===== config.mk =====
export PLATFORM = sky130hd
export DESIGN_NAME = pe_network_interface
export DESIGN_NICKNAME = d
export VERILOG_FILES = /design/src/rtl/noc_pkg.sv /design/src/rtl/nic_fifo.sv /design/src/rtl/pe_network_interface.sv
export SDC_FILE = /design/constraint.sdc
export NUM_CORES = 1
export LEC_CHECK = 0
export ABC_AREA = 1
export BUFFER_PORTS_ARGS = -buffer_cell sky130_fd_sc_hd__buf_2
export CAP_MARGIN = 20
export CELL_PAD_IN_SITES_DETAIL_PLACEMENT = 0
export CELL_PAD_IN_SITES_GLOBAL_PLACEMENT = 1
export CORE_UTILIZATION = 47
export DETAILED_ROUTE_END_ITERATION = 7
export GPL_TIMING_DRIVEN = 0
export MAX_ROUTING_LAYER = met4
export PLACE_DENSITY = 0.89
export SYNTH_ARGS = -nofsm -noshare
export SYNTH_HDL_FRONTEND = slang
export SYNTH_SLANG_ARGS = --single-unit

===== constraint.sdc =====
create_clock -name clk -period 11.3 [get_ports clk]
set_input_delay 1.695 -clock clk [delete_from_list [all_inputs] [get_ports clk]]
set_output_delay 1.695 -clock clk [all_outputs]
set_load 0.01 [all_outputs]

===== src/rtl/noc_pkg.sv =====
// Shared NoC definitions: flit field positions, direction encodings and the
// header builder used by the PE network interface.
package noc_pkg;

   localparam int FLIT_W  = 64;
   localparam int DATA_W  = 32;
   localparam int RX_W    = 36;   // {src Y, src X, payload}

   localparam int VC_BIT  = 63;
   localparam int NS_BIT  = 62;
   localparam int EW_BIT  = 61;
   localparam int YHOP_HI = 55;
   localparam int YHOP_LO = 52;
   localparam int XHOP_HI = 51;
   localparam int XHOP_LO = 48;
   localparam int SRCY_HI = 47;
   localparam int SRCY_LO = 40;
   localparam int SRCX_HI = 39;
   localparam int SRCX_LO = 32;
   localparam int DATA_HI = 31;
   localparam int DATA_LO = 0;

   typedef enum logic {NS_N2S = 1'b0, NS_S2N = 1'b1} ns_dir_e;
   typedef enum logic {EW_E2W = 1'b0, EW_W2E = 1'b1} ew_dir_e;
   typedef enum logic {ST_IDLE = 1'b0, ST_SEND = 1'b1} inj_state_e;

   // Header word with VC=0 and payload=0. A zero-hop axis never satisfies the
   // strict compare, so its direction bit naturally stays 0.
   function automatic logic [FLIT_W-1:0] build_header(input logic [3:0] pos,
                                                      input logic [3:0] dest);
      logic [FLIT_W-1:0] f;
      logic [1:0]        py, px, dy, dx;
      ns_dir_e           ns;
      ew_dir_e           ew;
      py = pos[3:2];
      px = pos[1:0];
      dy = dest[3:2];
      dx = dest[1:0];
      ns = (dy < py) ? NS_S2N : NS_N2S;
      ew = (dx > px) ? EW_W2E : EW_E2W;
      f  = '0;
      f[NS_BIT]            = ns;
      f[EW_BIT]            = ew;
      f[YHOP_HI:YHOP_LO]   = {2'b00, (dy > py) ? (dy - py) : (py - dy)};
      f[XHOP_HI:XHOP_LO]   = {2'b00, (dx > px) ? (dx - px) : (px - dx)};
      f[SRCY_HI:SRCY_LO]   = {6'b0, py};
      f[SRCX_HI:SRCX_LO]   = {6'b0, px};
      return f;
   endfunction

endpackage


===== src/rtl/nic_fifo.sv =====
// Synchronous FIFO with wrap-bit pointers. A push while full is taken only if a
// pop happens in the same cycle. empty_next is the emptiness after this edge.
module nic_fifo #(
   parameter int WIDTH = 64,
   parameter int DEPTH = 4
) (
   input  logic             clk,
   input  logic             reset,
   input  logic             push,
   input  logic [WIDTH-1:0] din,
   input  logic             pop,
   output logic [WIDTH-1:0] dout,
   output logic             full,
   output logic             empty,
   output logic             empty_next
);

   localparam int AW = $clog2(DEPTH);

   logic [AW:0]      wptr_q, wptr_d, rptr_q, rptr_d;
   logic [WIDTH-1:0] mem_q [DEPTH];
   logic [WIDTH-1:0] mem_d [DEPTH];
   logic             push_en, pop_en;

   assign empty   = (wptr_q == rptr_q);
   assign full    = (wptr_q[AW] != rptr_q[AW]) && (wptr_q[AW-1:0] == rptr_q[AW-1:0]);
   assign pop_en  = pop && !empty;
   assign push_en = push && (!full || pop_en);
   assign dout    = mem_q[rptr_q[AW-1:0]];

   // Next pointers and storage write.
   always_comb begin
      wptr_d = push_en ? wptr_q + 1'b1 : wptr_q;
      rptr_d = pop_en  ? rptr_q + 1'b1 : rptr_q;
      mem_d  = mem_q;
      if (push_en) mem_d[wptr_q[AW-1:0]] = din;
   end

   assign empty_next = (wptr_d == rptr_d);

   // Pointers clear on reset; stored data is left as-is.
   always_ff @(posedge clk) begin
      if (reset) begin
         wptr_q <= '0;
         rptr_q <= '0;
      end else begin
         wptr_q <= wptr_d;
         rptr_q <= rptr_d;
      end
   end

   // Storage array, no reset needed.
   always_ff @(posedge clk) begin
      mem_q <= mem_d;
   end

endmodule


===== src/rtl/pe_network_interface.sv =====
// PE <-> router network interface. TX builds flit headers, queues and injects;
// RX strips headers and queues payloads; self-addressed sends loop back.
// Optional statistics counters are enabled with the NIC_STATS_EN macro.
module pe_network_interface #(
   parameter int TX_DEPTH = 4,
   parameter int RX_DEPTH = 2
) (
   input  logic        clk,
   input  logic        reset,
   input  logic [3:0]  router_position,
   input  logic        polarity,
   input  logic        tx_valid,
   output logic        tx_ready,
   input  logic [3:0]  tx_dest,
   input  logic [31:0] tx_data,
   output logic        pesi,
   output logic [63:0] pedi,
   input  logic        peri,
   input  logic        peso,
   input  logic [63:0] pedo,
   output logic        pero,
   output logic        rx_valid,
   input  logic        rx_ready,
   output logic [31:0] rx_data,
   output logic [3:0]  rx_src
`ifdef NIC_STATS_EN
   ,
   output logic [15:0] tx_count,
   output logic [15:0] rx_count,
   output logic [7:0]  drop_count
`endif
);

   import noc_pkg::*;

   logic              self_addr, tx_acc, tx_push, tx_pop, loop_push;
   logic              rx_cap, rx_push, rx_pop;
   logic              tx_full, tx_empty, tx_empty_next;
   logic              rx_full, rx_empty, rx_empty_next;
   logic [FLIT_W-1:0] tx_din, tx_head;
   logic [RX_W-1:0]   rx_din, rx_head;
   inj_state_e        state_q, state_d;
   logic              rx_valid_q, rx_valid_d;
   logic              unused_bits;

   // Self-addressed requests are gated by RX space, everything else by TX space.
   assign self_addr = (tx_dest == router_position);
   assign tx_ready  = !reset && (self_addr ? !rx_full : !tx_full);
   assign tx_acc    = tx_valid && tx_ready;
   assign tx_push   = tx_acc && !self_addr;
   assign loop_push = tx_acc && self_addr;
   assign tx_din    = build_header(router_position, tx_dest) | {32'b0, tx_data};

   // Router injection; VC is stamped with the live polarity, not the queued bit.
   assign pesi   = !reset && (state_q == ST_SEND) && peri && !tx_empty;
   assign tx_pop = pesi;
   assign pedi   = pesi ? {polarity, tx_head[VC_BIT-1:0]} : '0;

   // pero drops whenever a loopback could claim the RX write port.
   assign pero    = !reset && !rx_full && !(tx_valid && self_addr);
   assign rx_cap  = peso && pero;
   assign rx_push = loop_push || rx_cap;
   assign rx_din  = loop_push ? {router_position, tx_data}
                              : {pedo[SRCY_LO+1:SRCY_LO], pedo[SRCX_LO+1:SRCX_LO],
                                 pedo[DATA_HI:DATA_LO]};

   assign rx_valid = rx_valid_q && !reset;
   assign rx_pop   = rx_valid && rx_ready;
   assign rx_data  = (rx_valid && !rx_empty) ? rx_head[DATA_W-1:0] : '0;
   assign rx_src   = (rx_valid && !rx_empty) ? rx_head[RX_W-1:DATA_W] : '0;

   // Header bits that the RX side and injection path intentionally ignore.
   assign unused_bits = ^{pedo[63:42], pedo[39:34], tx_head[VC_BIT]};

   nic_fifo #(.WIDTH(FLIT_W), .DEPTH(TX_DEPTH)) u_tx_fifo (
      .clk        (clk),
      .reset      (reset),
      .push       (tx_push),
      .din        (tx_din),
      .pop        (tx_pop),
      .dout       (tx_head),
      .full       (tx_full),
      .empty      (tx_empty),
      .empty_next (tx_empty_next)
   );

   nic_fifo #(.WIDTH(RX_W), .DEPTH(RX_DEPTH)) u_rx_fifo (
      .clk        (clk),
      .reset      (reset),
      .push       (rx_push),
      .din        (rx_din),
      .pop        (rx_pop),
      .dout       (rx_head),
      .full       (rx_full),
      .empty      (rx_empty),
      .empty_next (rx_empty_next)
   );

   // Injection FSM next state: SEND exactly while the TX queue holds a flit.
   always_comb begin
      state_d    = state_q;
      rx_valid_d = !rx_empty_next;
      case (state_q)
         ST_IDLE: if (!tx_empty_next) state_d = ST_SEND;
         ST_SEND: if (tx_empty_next)  state_d = ST_IDLE;
         default: state_d = ST_IDLE;
      endcase
   end

   // FSM state and registered RX valid.
   always_ff @(posedge clk) begin
      if (reset) begin
         state_q    <= ST_IDLE;
         rx_valid_q <= 1'b0;
      end else begin
         state_q    <= state_d;
         rx_valid_q <= rx_valid_d;
      end
   end

`ifdef NIC_STATS_EN
   logic [15:0] tx_count_q, tx_count_d, rx_count_q, rx_count_d;
   logic [7:0]  drop_count_q, drop_count_d;

   // Traffic counters: wrapping TX/RX, saturating drop.
   always_comb begin
      tx_count_d   = tx_count_q;
      rx_count_d   = rx_count_q;
      drop_count_d = drop_count_q;
      if (pesi) tx_count_d = tx_count_q + 16'd1;
      if (rx_push) rx_count_d = rx_count_q + 16'd1;
      if (peso && !pero && (drop_count_q != 8'hFF)) drop_count_d = drop_count_q + 8'd1;
   end

   // Counter registers.
   always_ff @(posedge clk) begin
      if (reset) begin
         tx_count_q   <= '0;
         rx_count_q   <= '0;
         drop_count_q <= '0;
      end else begin
         tx_count_q   <= tx_count_d;
         rx_count_q   <= rx_count_d;
         drop_count_q <= drop_count_d;
      end
   end

   assign tx_count   = tx_count_q;
   assign rx_count   = rx_count_q;
   assign drop_count = drop_count_q;
`endif

endmodule


* After elaboration in Yosys (flattened, before gate mapping)
Cells that the tools add are included.
** Word-level totals
- Word-level logic and storage cells :: 102
- Flip-flop bits (word level) :: 340
- Bits of input ports :: 111
- Output and inout bits :: 104
** Cells by class
- Mux-type cells :: 26
- Eq/ne operators :: 9
- Reductions and logical operators :: 33
- Bitwise operators :: 5
- $add $sub $neg :: 8
- Order comparisons :: 9
** Operator list (count)
- $bwmux 256 :: 1
- $mux 36 :: 5
- $bmux 64 s2 :: 1
- $demux 64 s2 :: 1
- $mux 64 :: 2
- $mux 63 :: 2
- $bwmux 72 :: 1
- $or 63x32->63 :: 1
- $demux 36 s1 :: 1
- $mux 32 :: 1
- $logic_and 1x1->1 :: 22
- $logic_not 1->1 :: 8
- $mux 2 :: 4
- $sub 2x2->2 :: 4
- $add 3x1->3 const B :: 2
- $eq 2x2->1 :: 3
- $eq 3x3->1 :: 2
- $ge 3x3->1 const B :: 2
- $mux 3 :: 2
- $not 2->3 :: 2
- $add 2x1->2 const B :: 2
- $eq 4x4->1 :: 1
- $ge 2x2->1 const B :: 2
- $gt 2x2->1 :: 2
- other kinds (9) :: 16

* Logic depth before layout (Yosys ltp)
Gate-level depths: netlist of run 1.
- Depth after elaboration :: 12
- Mapped depth :: 15
- Mapped depth without buffers :: 15

* Cells and area by module
Synthesis of run 1 repeated with hierarchy kept, for this count alone.
** Unflattened totals
- Cells, all modules :: 1334
- Area total of the unflattened synthesis :: 14722.9 sq um
** By module, submodules not included
- nic_fifo at u_tx_fifo :: area each 9898.2 sq um, cells each 700, times used 1, seq. area each 7807.5 sq um
- nic_fifo at u_rx_fifo :: area each 2929.1 sq um, cells each 239, times used 1, seq. area each 2242.2 sq um
- pe_network_interface :: area each 1895.6 sq um, cells each 395, times used 1, seq. area each 40.0 sq um

* Worst setup path before layout of run 1
Ideal clock, no wire load.
- Path kind :: input port to flip-flop
- From :: input port router_position[1]
- To :: register u_tx_fifo.mem_q[0] (netlist name) (enable)
- Setup time :: 0.442 ns
- Cell stages on the path :: 7
- Buffers on the path :: 0
- Path slack :: 6.544 ns
- Data required time :: 10.858 ns
- Arrival :: 4.315 ns
- Cell sequence :: inv_1 ha_1 nand2_1 nor2_1 inv_1 nand4_2 nor2_1
** Between the ends
- Longest elaborated chain between the ends :: 6
- Elaborated cells on any way between the ends :: 7
- Those cells by class :: eq/ne (1); mux (1); reduce/logical (5)
** RTL lines
- start, declared :: line pe_network_interface.sv:10 : input logic [3:0] router_position,
- $eq 4x4->1 * :: line pe_network_interface.sv:47 : assign self_addr = (tx_dest == router_position);
- $mux 1 :: line pe_network_interface.sv:48 : assign tx_ready = !reset && (self_addr ? !rx_full : !tx_full);
- $logic_and 1x1->1 :: line pe_network_interface.sv:48
- $logic_and 1x1->1 :: line pe_network_interface.sv:49 : assign tx_acc = tx_valid && tx_ready;
- $logic_and 1x1->1 * :: line pe_network_interface.sv:50 : assign tx_push = tx_acc && !self_addr;
- $logic_and 1x1->1 * :: line nic_fifo.sv:28 : assign push_en = push && (!full || pop_en);
- end signal, assigned :: line nic_fifo.sv:54 : mem_q <= mem_d;
- end, declared :: line nic_fifo.sv:21 : logic [WIDTH-1:0] mem_q [DEPTH];
Mark *: on every way between the ends. The rest lies on a longest branch, timed or not.
A chain may end at the register's enable or synchronous reset.

* Final worst setup path of run 1
- From :: input port reset
- To :: output port rx_src[2]
** Between the ends
- Longest elaborated chain between the ends :: 4
** RTL lines
- start, declared :: line pe_network_interface.sv:9 : input logic reset,
- $logic_not 1->1 :: line pe_network_interface.sv:67 : assign rx_valid = rx_valid_q && !reset;
- $logic_and 1x1->1 :: line pe_network_interface.sv:67
- $logic_and 1x1->1 :: line pe_network_interface.sv:70 : assign rx_src = (rx_valid && !rx_empty) ? rx_head[RX_W-1:DATA_W] : '0;
- $mux 4 :: line pe_network_interface.sv:70
- end, declared :: line pe_network_interface.sv:25 : output logic [3:0] rx_src
No other way between the ends.

==> results of run 1 <==
-- metrics by stage --
step / hold slack (ps) / cells / worst slack [ps]
after detailed placement: 567.0 / 1404 / 6239
final: 579.6 / 1452 / 6239
after global placement: 547.5 / 1398 / 4711
after CTS: 576.9 / 1451 / 6235
after global routing: 610.1 / 1452 / 6039
after floorplan: 513.0 / 948 / 6544
-- state kept, by name (all words and copies together) (netlist names) --
register,cells
rx_valid_q,1
u_rx_fifo.wptr_q,2
u_tx_fifo.wptr_q,3
u_rx_fifo.mem_q,72
u_rx_fifo.rptr_q,2
u_tx_fifo.rptr_q,3
u_tx_fifo.mem_q,168
state_q,1
-- power groups by stage --
stage / logic [mW] / clock network (mW) / registers, mW
detailed placement: 0.144 / 0 / 1.09
global route: 0.160 / 0.892 / 1.07
finish: 0.145 / 0.847 / 1.07
CTS: 0.145 / 0.857 / 1.07
floorplan: 0.0844 / 0 / 1.09
global placement: 0.134 / 0 / 1.09
-- final cells by class --
| cell class | count | area, um^2 | area share [%] |
|---|---|---|---|
| multi-input combinational | 583 | 3048 | 23.04 |
| clock inverter | 11 | 102.6 | 0.7756 |
| tap | 285 | 356.6 | 2.696 |
| sequential | 252 | 7447 | 56.30 |
| clock buffer | 36 | 759.5 | 5.742 |
| timing repair buffer | 171 | 960.9 | 7.264 |
| inverter | 44 | 167.7 | 1.267 |
| buffer | 69 | 382.9 | 2.894 |
| antenna | 1 | 2.502 | 0.01892 |
-- metal layers --
metal,share of wire (%),vias to the layer above,track usage (%)
met4,2.3,0,5.611
met5,0,-,-
met1,42,3565,27.64
li1,-,3598,-
met2,49,291,38.59
met3,6.8,40,3.783
-- final timing paths --
path                             from                   to  slack [ps]  cells past startpoint
setup / recovery                reset            rx_src[2]        6240                      6
hold / removal    u_tx_fifo.wptr_q[1]  u_tx_fifo.wptr_q[1]         580                      2
setup reg to reg  u_tx_fifo.rptr_q[1]  u_tx_fifo.mem_q[15]        8710                      8
hold reg to reg   u_tx_fifo.wptr_q[1]  u_tx_fifo.wptr_q[1]         580                      2
-- kinds of logic after synthesis --
group / count (synthesis)
AND/OR/NAND/NOR: 331
flip-flops: 252
AO/OA/AOI/OAI: 174
buffers and inverters: 113
multiplexers: 33
adder cells (fa/ha/maj): 15
XOR/XNOR: 9
other: 1
-- cell usage in the layout (no fill, tap or decap), drive strengths merged, types with 5 or more instances in the layout --
master	netlist	routed
inv	44	44
a21oi	83	83
nor2	182	182
xor2	5	5
clkbuf	34	70
clkinv	0	8
buf	35	206
conb	1	21
nand3	13	13
dfxtp	12	12
edfxtp	240	240
nand2	128	128
nand4	5	5
o21ai	91	91
mux2	32	32
ha	13	13
-- worst reg2reg max path, delay by kind of cell (launching register included) --
| family | cells | cell delay, ps |
|---|---|---|
| and+or+nand+nor | 5 | 1370 |
| buffers and inverters | 3 | 580 |
| DFF | 1 | 340 |
==> results.md, run 1 <==
- Compared with the post-synthesis result, the final layout area differs by 20.96%.
- The cell chosen for the clock root is sky130_fd_sc_hd__clkbuf_16.
- For this run, the top clock speed supported by timing is 0.1976 GHz.
- The completed layout was analyzed and its total power is 2.058 mW.
- The final max-slew violation count is 0.
- For the pin with the worst max-slew slack, the measured transition is 754.7 ps.
- STA classifies the critical path startpoint as an input port.
- The synthesized design contains 240 enable-type register cells.
- The total overflow left after global routing is 0.
- Setup repair after global routing left no endpoint under its margin.
- Between clock sinks in the finished design, the worst skew comes to 11.34 ps.
- After clock tree synthesis, the clock-pin slew on the worst setup and hold paths is 60 ps.
- The number of instances in the synthesized netlist is between 900 and 1000.
- Setup violations remaining at the end of the flow were counted as 0.
- The top cell type by area accounts for 65.90% of the synthesized area.
- The most used cell along the critical path is sky130_fd_sc_hd__buf_2.
- The initial antenna violation count is 1.
- The tool flagged a number of max-cap violations equal to 0.
- The first-pass iteration count of the detailed router is 5.
- The synthesized-area fraction occupied by and/or/nand/nor cells is approximately an eighth.
- The clock net sink count is 252.
- The HPWL after detailed placement is 17190 um.
- Sorting the synthesized cells by how often they occur yields sky130_fd_sc_hd__edfxtp_1, sky130_fd_sc_hd__nor2_1, sky130_fd_sc_hd__nand2_1, sky130_fd_sc_hd__o21ai_0, sky130_fd_sc_hd__a21oi_1.
- Internal power comes to approximately 1.6 mW.
- The cell type with the largest total area after synthesis is sky130_fd_sc_hd__edfxtp_1.
- The region available for standard cell placement spans 0.02271 mm^2.
- The proportion of synthesized flip-flops having asynchronous set or reset is 0%.
- In the final timing run, aggregate negative setup slack is 0 ps.
- The worst setup path is of the input port to output pin kind.
- Measured along the y axis, the die boundary spans 154.5 um.
- In this run the number of H-tree levels came out at 1.
- The mux cell area share after synthesis is around 4.5%.
- The via density per instance is a little over 5.
- The final route contains 7494 vias.
- The area of the die is 0.02388 mm^2.
- The path category of the worst min-delay check is flip-flop to flip-flop.
- The layout has 1876 filler cells.
- The clock network power share is 41.2%.
- In this run, the combinational gates consume 7.0% of the power.
- The total routed wirelength is 26080 um.
- For the worst setup path, the data required time is approximately 9600 ps.
- Counting along the longest clock path gives a buffer depth of 3.
- The placement-stage cell area is 0.01236 mm^2.
- The sequential-to-total area share from yosys stat is between 60 and 70%.
- The net total in the final layout is 1273.
- The post-cts repair resize count is 0.
- Routability-driven placement finished with a final weighted congestion of 0.8039.
- The starting utilization of the core area is about half.
- Entering global routing, the biggest net connects 26 pins.
- After layout, the worst path uses between 40% and 50% of the clock period.
- The ratio of total power to cell area is 155.6 mW/mm^2.
- The wire length of the first global-routing pass is 39110 um.
- Row generation in the floorplan step produced 55 rows.
- Once layout is complete, the utilization of the core stands at between 50% and 60%.
- The count of yosys warnings during synthesis is 0.
- The chip width is 154.5 um.
- After synthesis, the mean cell area works out to 11.78 um^2.
- The time the worst path needs with I/O delays and setup is 5061 ps.
- At the later pin of the worst-skew pair, clock insertion delay measures 520 ps.
- The share of total power consumed by net switching is 21.02%.
- The flow ran to the end, and the final reports show no timing, DRC or antenna violations.
- The synthesized netlist devotes 7.963% of its cell area to compound gates.
- For this run, the leading register cell type out of synthesis is sky130_fd_sc_hd__edfxtp_1.
- The unique cell type count in the Yosys netlist is 30.
- The post-route netlist has 24.70% of its cells at a drive strength greater than 1.
- The global routing usage summed across all routing layers is 22.45%.
- At the worst endpoint, the arrival time is 3370 ps.
- The net switching component of the power is 0.4327 mW.
- TritonCTS built the clock tree.
- The maximum vdd ir drop is about 0.1 mV.
- The largest individual stage delay along the critical path comes from the cell sky130_fd_sc_hd__nand2_1.
- The critical path goes through buf_2 > nor2_1 > nand2_1 > clkbuf_1 > a21oi_1 > buf_2.
- After synthesis, the largest family of logic cells by area is simple AND/OR/NAND/NOR gates.
- The combined buffer and inverter count along the critical path is 3.
- In this run, CTS created clock tree buffers numbering 26.
- The synthesized netlist devotes 0.7208% of its cell area to XOR and XNOR gates.
- Of all nets on the critical path, the largest fanout is 10.
- Once detail routing completed, the nets flagged for antenna violations numbered 0.
- The DRC marker count from the first detailed-route iteration is around 550.
- The via count of the first global-routing pass is 7172.
- The synthesized netlist occupies a cell area of 0.01094 mm^2.
- Registers are responsible for 51.8% of the overall power.
- The quantity of hold-fixing buffers added after cts is 0.
- The capturing element type of the critical path is an output pin.
- The family with the most delay on the worst path is buffers and inverters.
- By area the synthesized netlist is led by sky130_fd_sc_hd__edfxtp_1, sky130_fd_sc_hd__nor2_1, sky130_fd_sc_hd__mux2_4, sky130_fd_sc_hd__nand2_1, sky130_fd_sc_hd__o21ai_0.
- The dominant cell by count in the synthesized netlist is sky130_fd_sc_hd__edfxtp_1.
- The count of pins on the block boundary is around 220.
- Summing all non-filler instances in the final layout gives an area of 0.01323 mm^2.
- Input and output buffers added on the ports amount to between 150 and 200.
- Once the clock tree was built, the setup fixing pass inserted 0 buffers.
- The routed length per instance is 17.96 um.
- The leakage power is 5.430 nW.
- In this design, the stage delay of the slowest critical-path cell is 390 ps.
- The post-synthesis register bit count is 252.
- The post-synthesis share of cell area spent on full adders, half adders and majority gates is 1.854%.
- The hold violation total from the final report is 0.
- In the routed design, unresolved DRC markers number 0.
- In this run the tightest slew margin relative to its limit is 49.69%.
(Power assumes the default switching activity.)
==> inputs of run 2 (changes only) <==
- CORE_UTILIZATION: 47 -> 39
- PLACE_DENSITY: 0.89 -> 0.79
- clock period: 11.3 -> 4.6 ns (I/O delays scaled with it)
==> run 2 against run 1 <==
Against the previous run:
- core utilization fell by 9.3 points
- design area up 0.93%
- critical endpoint is now pedi[16]
- combinational power up 150%
- largest power group unchanged
==> results.md, run 2 (synthesis gave the netlist of run 1 again) <==
- The wire length of the first global-routing pass is 41030 um (was 39110 um).
- The cell chosen for the clock root is sky130_fd_sc_hd__clkbuf_16 (unchanged).
- The total routed wirelength came to 27580 um (was 26080 um).
- The biggest fanout along the worst timing path is 10 (unchanged).
- The port buffer count is 165 (unchanged).
- The clock tree buffer depth came to 3 (unchanged).
- The register clock-pin slew on the reported worst setup and hold paths is 60 ps (about the same).
- The insertion delay of the later-clocked pin in the worst-skew pair came to 520 ps (about the same).
- The capturing element type of the critical path is an output pin (unchanged).
- The post-cts repair resize count was 0 (unchanged).
- RSZ-0062 raised after global routing: no (unchanged).
- The core occupancy in the finished layout came to 48.99% (was 58.25%).
- The worst max-slew margin expressed relative to the limit is 41.99% (was 49.69%).
- The number of fillers in the final layout is 2445 (was 1876).
- The beginning of the worst register-to-register path is u_tx_fifo.rptr_q[1] (unchanged).
- The portion of total power attributed to combinational logic is 7.0% (about the same).
- The internal cell power is 4.023 mW (was 1.625 mW).
- The register bank with the most flops is u_tx_fifo.mem_q (unchanged).
- The sum of negative setup slack came to 0 ps (unchanged).
- The count of pins on the block boundary was 215 (unchanged).
- The initial antenna violation count is 3 (was 1).
- The clock net sink count is 252 (unchanged).
- The share of total power consumed by net switching was 21.47% (was 21.02%).
- Registers with the highest flip-flop counts: u_tx_fifo.mem_q x168, u_rx_fifo.mem_q x72 (unchanged).
- The HPWL after detailed placement is 18370 um (was 17190 um).
- The first-pass iteration count of the detailed router came to 4 (was 5).
- The worst hold margin was 398.4 ps (was 579.6 ps).
- The critical path data required time is 3910 ps (was 9610 ps).
- Run status: complete, no violations (unchanged).
- The DRC marker count from the first detailed-route iteration is 505 (was 546).
- Subtracting the final worst setup slack from the clock period gives 3300 ps.
- The portion of the clock cycle consumed by the worst path in the final layout is 71.74%.
- The clock network power share came to 41.9% (was 41.2%).
- The hold path startpoint is tx_data[31] (was u_tx_fifo.wptr_q[1]).
- The worst slack after detailed placement is 918.7 ps (was 6239 ps).
- The path category of the worst min-delay check is input port to flip-flop (was flip-flop to flip-flop).
- The number of flip-flops under the largest register name is 168 (unchanged).
- The placer congestion estimate is 0.7866 (was 0.8039).
- The kind of start point of the critical path is a flip-flop (was input port).
- The final max-slew violation count was 0 (unchanged).
- The number of stages on the worst hold path came to 1 (was 2).
- The global routing usage summed across all routing layers is 19.65% (was 22.45%).
- The critical path data arrival time is 2610 ps (was 3370 ps).
- The leakage power is 5.432 nW (was 5.430 nW).
- The count of antenna-violating nets left after detailed routing came to 0 (unchanged).
- The net switching component of the power is 1.100 mW (was 0.4327 mW).
- The maximum level of the CTS H-tree was 1 (unchanged).
- The start-to-end type of the worst setup path is flip-flop to output pin (was input port to output pin).
- The hold violation total from the final report is 0 (unchanged).
- The core footprint is 0.02725 mm^2 (was 0.02271 mm^2).
- The via density per instance was 4.828 (was 5.161).
- The number of core rows came to 60 (was 55).
- The maximum number of pins on one net before global-route repair is 26 (unchanged).
- The largest clock skew in the final design was 11.83 ps (was 11.34 ps).
- The total number of vias is 7440 (was 7494).
- The maximum vdd ir drop is 0.2029 mV (was 0.1029 mV).
- The depth of the worst register-to-register path came to 8 (unchanged).
- The die span in y is 169.5 um (was 154.5 um).
- The area of the die is 0.02871 mm^2 (was 0.02388 mm^2).
- The endpoint of the most critical register-to-register path is u_tx_fifo.mem_q[137] (was u_tx_fifo.mem_q[15]).
- The via count of the first global-routing pass is 7196 (was 7172).
- The post-CTS setup buffer count is 0 (unchanged).
- The net total in the final layout was 1273 (unchanged).
- The hold-critical path endpoint is u_tx_fifo.mem_q[159] (was u_tx_fifo.wptr_q[1]).
- Top library cells by usage in the layout, fill and taps aside: sky130_fd_sc_hd__edfxtp_1, sky130_fd_sc_hd__nor2_1, sky130_fd_sc_hd__buf_2, sky130_fd_sc_hd__nand2_1, sky130_fd_sc_hd__o21ai_0 (unchanged).
- The transition time at the pin with the least slew margin is 868.1 ps (was 754.7 ps).
- The setup slack on the worst flop-to-flop path is 1900 ps (was 8710 ps).
- The routed length per instance was 17.90 um (was 17.96 um).
- The total overflow reported by the global router is 0 (unchanged).
- For this run, the top clock speed supported by timing is roughly 0.30 GHz.
- The area added between synthesis and finish came to 22.08% (was 20.96%).
- The placement-stage cell area is 0.01246 mm^2 (was 0.01236 mm^2).
- The starting utilization of the core area is 40.13% (was 48.15%).
- The cell area after layout is 0.01335 mm^2 (was 0.01323 mm^2).
- The quantity of hold-fixing buffers added after cts is 0 (unchanged).
- The fraction of layout instances using a drive strength above 1 was 25.15% (was 24.70%).
- The sequential group share of total power is 51.1% (was 51.8%).
- The residual DRC count came to 0 (unchanged).
- The clock tree from TritonCTS is built (unchanged).
- The ratio of total power to cell area is 383.8 mW/mm^2 (was 155.6 mW/mm^2).
- The CTS buffer count is 26 (unchanged).
- The most frequent standard cell in the layout excluding fill and tap cells is sky130_fd_sc_hd__edfxtp_1 (unchanged).
- The final setup slack of the worst path came to 1300 ps (was 6239 ps).
- The total of max-cap violations came to 0 (unchanged).
- The chip width is 169.5 um (was 154.5 um).
- The number of failing setup endpoints in the final timing report is 0 (unchanged).
## run 2: layer usage
metal	vias up	part of all wire [%]	global-route usage, %
met5	-	0	-
met2	224	49	32.99
met1	3565	44	25.21
met3	35	5.6	2.799
met4	0	1.7	4.661
li1	3616	-	-
## run 2: how the worst max path moves through the flow
stage | startpoint | end
6_report | u_tx_fifo.rptr_q[0] | pedi[16]
5_1_grt | u_tx_fifo.rptr_q[0] | pedi[16]
4_1_cts | u_tx_fifo.rptr_q[0] | pedi[26]
3_5_place_dp | router_position[2] | u_rx_fifo.mem_q[54]
3_3_place_gp | router_position[1] | u_tx_fifo.mem_q[220]
2_1_floorplan | router_position[1] | u_tx_fifo.mem_q[0]
## run 2: stage by stage
| stage | instances | total power, mW |
|---|---|---|
| floorplan | 948 | 2.874 |
| global placement | 1485 | 3.006 |
| detailed placement | 1491 | 3.026 |
| CTS | 1537 | 5.162 |
| global route | 1540 | 5.288 |
| finish | 1541 | 5.123 |
## run 2: critical path, stage by stage, from the launching register on
cell and delay (ps):
sky130_fd_sc_hd__dfxtp_1 310, sky130_fd_sc_hd__buf_2 180, sky130_fd_sc_hd__inv_2 90, sky130_fd_sc_hd__clkbuf_1 470
sky130_fd_sc_hd__clkbuf_1 480, sky130_fd_sc_hd__o21ai_0 170, sky130_fd_sc_hd__a21oi_1 230, sky130_fd_sc_hd__buf_2 180
## run 2: cell type report
type	count	area [um^2]	share of cell area (%)
diodes	4	10.01	0.07498
plain buffers	69	382.9	2.868
clock buffers	27	675.6	5.061
clock inverters	19	207.7	1.556
inverters	44	167.7	1.256
multi-input cells	583	3048	22.83
flip-flops and latches	252	7447	55.78
well taps	372	465.4	3.486
repair buffers	171	945.9	7.085
## run 2: power by group through the flow
stage,Clock [mW],Sequential [mW],Combinational [mW]
floorplan,0,2.67,0.207
global placement,0,2.67,0.334
detailed placement,0,2.67,0.359
global route,2.27,2.62,0.396
finish,2.15,2.62,0.357
CTS,2.18,2.62,0.360
==> inputs of run 3 (changes only) <==
- ABC_AREA: 1 -> 0
- CORE_UTILIZATION: 39 -> 46
- PLACE_DENSITY: 0.79 -> 0.84
- clock period: 4.6 -> 3.3 ns (I/O delays scaled with it)
==> run 3 against run 2 <==
Against the previous run:
- via count fell by 20%
- sequential power grew 39%
- sequential share of layout area increased by 1.2 points
- core utilization up 8.2 points
- critical endpoint is now rx_data[22]
- die area down 16%
- flip-flop and latch count stayed put
- routed wire length is 18% lower
- area after synthesis shrank 1.3%
- design area shrank 2.1%
- total power rose by 35%
- critical path depth shrank 1
==> results.md, run 3 <==
- The worst max-slew margin expressed relative to the limit is 46.81% (was 41.99%).
- The critical path data arrival time is 2670 ps (was 2610 ps).
- The clock tree buffer depth is 3 (unchanged).
- The total of max-cap violations was 0 (unchanged).
- The starting utilization of the core area is 47.25% (was 40.13%).
- The register clock-pin slew on the reported worst setup and hold paths was 60 ps (about the same).
- The share of total power consumed by net switching came to 20.71% (was 21.47%).
- The wire length of the first global-routing pass is 34220 um (was 41030 um).
- The CTS buffer count is 26 (unchanged).
- The area added between synthesis and finish is 21.11% (was 22.08%).
- The number of antenna cells inserted is 0 (was 4).
- The hold violation total from the final report is 0 (unchanged).
- The via density per instance is 5.027 (was 4.828).
- The dominant cell by count in the synthesized netlist is sky130_fd_sc_hd__edfxtp_1 (unchanged).
- The quantity of hold-fixing buffers added after cts came to 0 (unchanged).
- The largest clock skew in the final design is 17.20 ps (was 11.83 ps).
- The number of flip-flops under the largest register name came to 168 (unchanged).
- The fraction of layout instances using a drive strength above 1 came to 38.38% (was 25.15%).
- The total overflow reported by the global router is 0 (unchanged).
- The leakage power is 4.792 nW (was 5.432 nW).
- The number of enable flip-flop cells after synthesis is 240 (unchanged).
- The insertion delay of the later-clocked pin in the worst-skew pair is 530 ps (was 520 ps).
- The number of fillers in the final layout is 1842 (was 2445).
- The transition time at the pin with the least slew margin is 797.9 ps (was 868.1 ps).
- The sequential-to-total area share from yosys stat is 68.98% (was 68.10%).
- The residual DRC count is 0 (unchanged).
- The cell chosen for the clock root is sky130_fd_sc_hd__clkbuf_16 (unchanged).
- The net switching component of the power came to 1.433 mW (was 1.100 mW).
- The internal cell power is 5.486 mW (was 4.023 mW).
- The HPWL after detailed placement is 15030 um (was 18370 um).
- The worst hold margin is 195.9 ps (was 398.4 ps).
- The maximum number of pins on one net before global-route repair is 32 (was 26).
- The first-pass iteration count of the detailed router is 4 (unchanged).
- The count of yosys warnings during synthesis is 0 (unchanged).
- The count of antenna-violating nets left after detailed routing came to 0 (unchanged).
- The initial antenna violation count was 0 (was 3).
- The die span in y is 155.2 um (was 169.5 um).
- The DRC marker count from the first detailed-route iteration is 265 (was 505).
- The path category of the worst min-delay check is input port to flip-flop (unchanged).
- The placer congestion estimate was 0.7645 (was 0.7866).
- Top library cells by usage in the layout, fill and taps aside: sky130_fd_sc_hd__edfxtp_1, sky130_fd_sc_hd__buf_2, sky130_fd_sc_hd__nor2_1, sky130_fd_sc_hd__and2_1, sky130_fd_sc_hd__mux4_2 (was sky130_fd_sc_hd__edfxtp_1, sky130_fd_sc_hd__nor2_1, sky130_fd_sc_hd__buf_2, sky130_fd_sc_hd__nand2_1, sky130_fd_sc_hd__o21ai_0).
- The net total in the final layout is 971 (was 1273).
- The start-to-end type of the worst setup path was flip-flop to output pin (unchanged).
- Registers with the highest flip-flop counts: u_tx_fifo.mem_q x168, u_rx_fifo.mem_q x72 (unchanged).
- The placement-stage cell area is 0.01224 mm^2 (was 0.01246 mm^2).
- Leading cell types by count after synthesis: sky130_fd_sc_hd__edfxtp_1, sky130_fd_sc_hd__nor2_1, sky130_fd_sc_hd__and2_1, sky130_fd_sc_hd__mux4_2, sky130_fd_sc_hd__mux2i_1 (was sky130_fd_sc_hd__edfxtp_1, sky130_fd_sc_hd__nor2_1, sky130_fd_sc_hd__nand2_1, sky130_fd_sc_hd__o21ai_0, sky130_fd_sc_hd__a21oi_1).
- The count of pins on the block boundary is 215 (unchanged).
- The global routing usage summed across all routing layers was 19.65% (about the same).
- The sequential group share of total power is 52.6% (was 51.1%).
- The maximum vdd ir drop came to 0.4472 mV (was 0.2029 mV).
- The area of the mapped netlist is 0.01080 mm^2 (was 0.01094 mm^2).
- The cell area after layout is 0.01307 mm^2 (was 0.01335 mm^2).
- The via count of the first global-routing pass was 5941 (was 7196).
- The total routed wirelength is 22700 um (was 27580 um).
- The portion of total power attributed to combinational logic is 6.3% (was 7.0%).
- The chip width is 155.2 um (was 169.5 um).
- The cell type with the largest total area after synthesis is sky130_fd_sc_hd__edfxtp_1 (unchanged).
- The instance count after placement with tap cells included is 1130 (was 1491).
- The time the worst path needs with I/O delays and setup is 3167 ps.
- The routed length per instance is 19.27 um (was 17.90 um).
- The critical path data required time came to 2800 ps (was 3910 ps).
- The maximum achievable frequency is 0.3158 GHz.
- The count of non-filler cells in the finished layout was 1178 (was 1541).
- The sum of negative setup slack was 0 ps (unchanged).
- The core footprint came to 0.02285 mm^2 (was 0.02725 mm^2).
- The final max-slew violation count came to 0 (unchanged).
- The number of failing setup endpoints in the final timing report was 0 (unchanged).
- The port buffer count is 165 (unchanged).
- The clock net sink count was 252 (unchanged).
- The most frequent standard cell in the layout excluding fill and tap cells is sky130_fd_sc_hd__edfxtp_1 (unchanged).
- The clock network power share is 41.1% (was 41.9%).
- The ratio of total power to cell area was 529.2 mW/mm^2 (was 383.8 mW/mm^2).
- Run status: complete, no violations (unchanged).
- The kind of start point of the critical path is a flip-flop (unchanged).
- The synthesized area per cell is 17.27 um^2 (was 11.78 um^2).
- The number of core rows was 55 (was 60).
- The area of the die is 0.02409 mm^2 (was 0.02871 mm^2).
- The unique cell type count in the Yosys netlist is 49 (was 30).
- The share of Yosys cell area claimed by the top area cell type came to 66.76% (was 65.90%).
- The total power is 6.919 mW (was 5.123 mW).
- The proportion of synthesized flip-flops having asynchronous set or reset was 0% (unchanged).
- The portion of the clock cycle consumed by the worst path in the final layout is 95.97%.
- The most used flip-flop cell after synthesis is sky130_fd_sc_hd__edfxtp_1 (unchanged).
- The capturing element type of the critical path was an output pin (unchanged).
- The post-synthesis register bit count is 252 (unchanged).
- The biggest fanout along the worst timing path is 10 (unchanged).
- The maximum level of the CTS H-tree is 1 (unchanged).
- Cell types with the largest area share after synthesis: sky130_fd_sc_hd__edfxtp_1, sky130_fd_sc_hd__mux4_2, sky130_fd_sc_hd__mux2_2, sky130_fd_sc_hd__mux2i_1, sky130_fd_sc_hd__and2_1 (was sky130_fd_sc_hd__edfxtp_1, sky130_fd_sc_hd__nor2_1, sky130_fd_sc_hd__mux2_4, sky130_fd_sc_hd__nand2_1, sky130_fd_sc_hd__o21ai_0).
- The register bank with the most flops is u_tx_fifo.mem_q (unchanged).
- The clock tree from TritonCTS was built (unchanged).
- The number of instances in the synthesized netlist is 625 (was 928).
- The total number of vias is 5922 (was 7440).
==> run 3: kinds of logic after synthesis <==
family,after synthesis,synth area share [%]
xor+xnor,15,1.356
simple gates,133,6.432
compound gates,28,1.785
buf+inv,64,3.268
flops,252,68.98
fa+ha+maj,15,1.878
other cells,1,0.03474
mux,117,16.26
==> run 3: stage by stage <==
| stage | util [%] | setup WS, ps |
|---|---|---|
| after floorplan | - | 345.8 |
| after global placement | 52.91 | -955.7 |
| after detailed placement | 53.56 | 91.76 |
| after CTS | 57.20 | 79.68 |
| after global routing | 57.22 | -40.01 |
| final | 57.22 | 133.1 |
==> run 3: cell type report <==
type                            count  area [um^2]  area share, %
Tap cell                          313        391.6          2.996
Buffer                             50        306.5          2.345
Clock inverter                     16        157.7          1.206
Clock buffer                       32        673.1          5.149
Timing Repair Buffer              172        964.7          7.379
Multi-Input combinational cell    329         3080          23.56
Inverter                           14        52.55         0.4020
Sequential cell                   252         7447          56.96
==> run 3: final timing paths <==
kind              slack [ps]                   to  depth (start not counted)                start
setup reg to reg         490  u_tx_fifo.mem_q[95]                          6  u_tx_fifo.rptr_q[0]
hold / removal           200   u_tx_fifo.mem_q[8]                          1           tx_data[8]
hold reg to reg          560  u_tx_fifo.rptr_q[2]                          2  u_tx_fifo.wptr_q[2]
setup / recovery         130          rx_data[22]                          6  u_rx_fifo.rptr_q[0]
==> run 3: worst max-delay path, stage by stage (launching register included) <==
cell and delay, ps:
sky130_fd_sc_hd__dfxtp_1 310, sky130_fd_sc_hd__clkbuf_2 150, sky130_fd_sc_hd__clkdlybuf4s15_1 730, sky130_fd_sc_hd__buf_2 460, sky130_fd_sc_hd__mux2i_1 230, sky130_fd_sc_hd__nor2_1 80
sky130_fd_sc_hd__buf_2 180
==> run 3: what timing repair did <==
action,CTS,global route
setup buffers,0,0
gates resized for setup,0,2
endpoints found under the setup margin,0,1
hold endpoints to repair,0,0
==> run 3: layer usage <==
metal / part of all wire (%) / track usage, %
met3: 6.7 / 4.095
met4: 1.8 / 4.435
met1: 43 / 25.51
met5: 0 / -
met2: 49 / 32.07
==> run 3: power groups by stage <==
| stage | Combinational (mW) | Clock, mW | Sequential [mW] |
|---|---|---|---|
| 2_1_floorplan | 0.255 | 0 | 3.71 |
| 3_3_place_gp | 0.407 | 0 | 3.71 |
| 3_5_place_dp | 0.437 | 0 | 3.71 |
| 4_1_cts | 0.439 | 2.91 | 3.64 |
| 5_1_grt | 0.476 | 3.03 | 3.65 |
| 6_report | 0.433 | 2.84 | 3.64 |
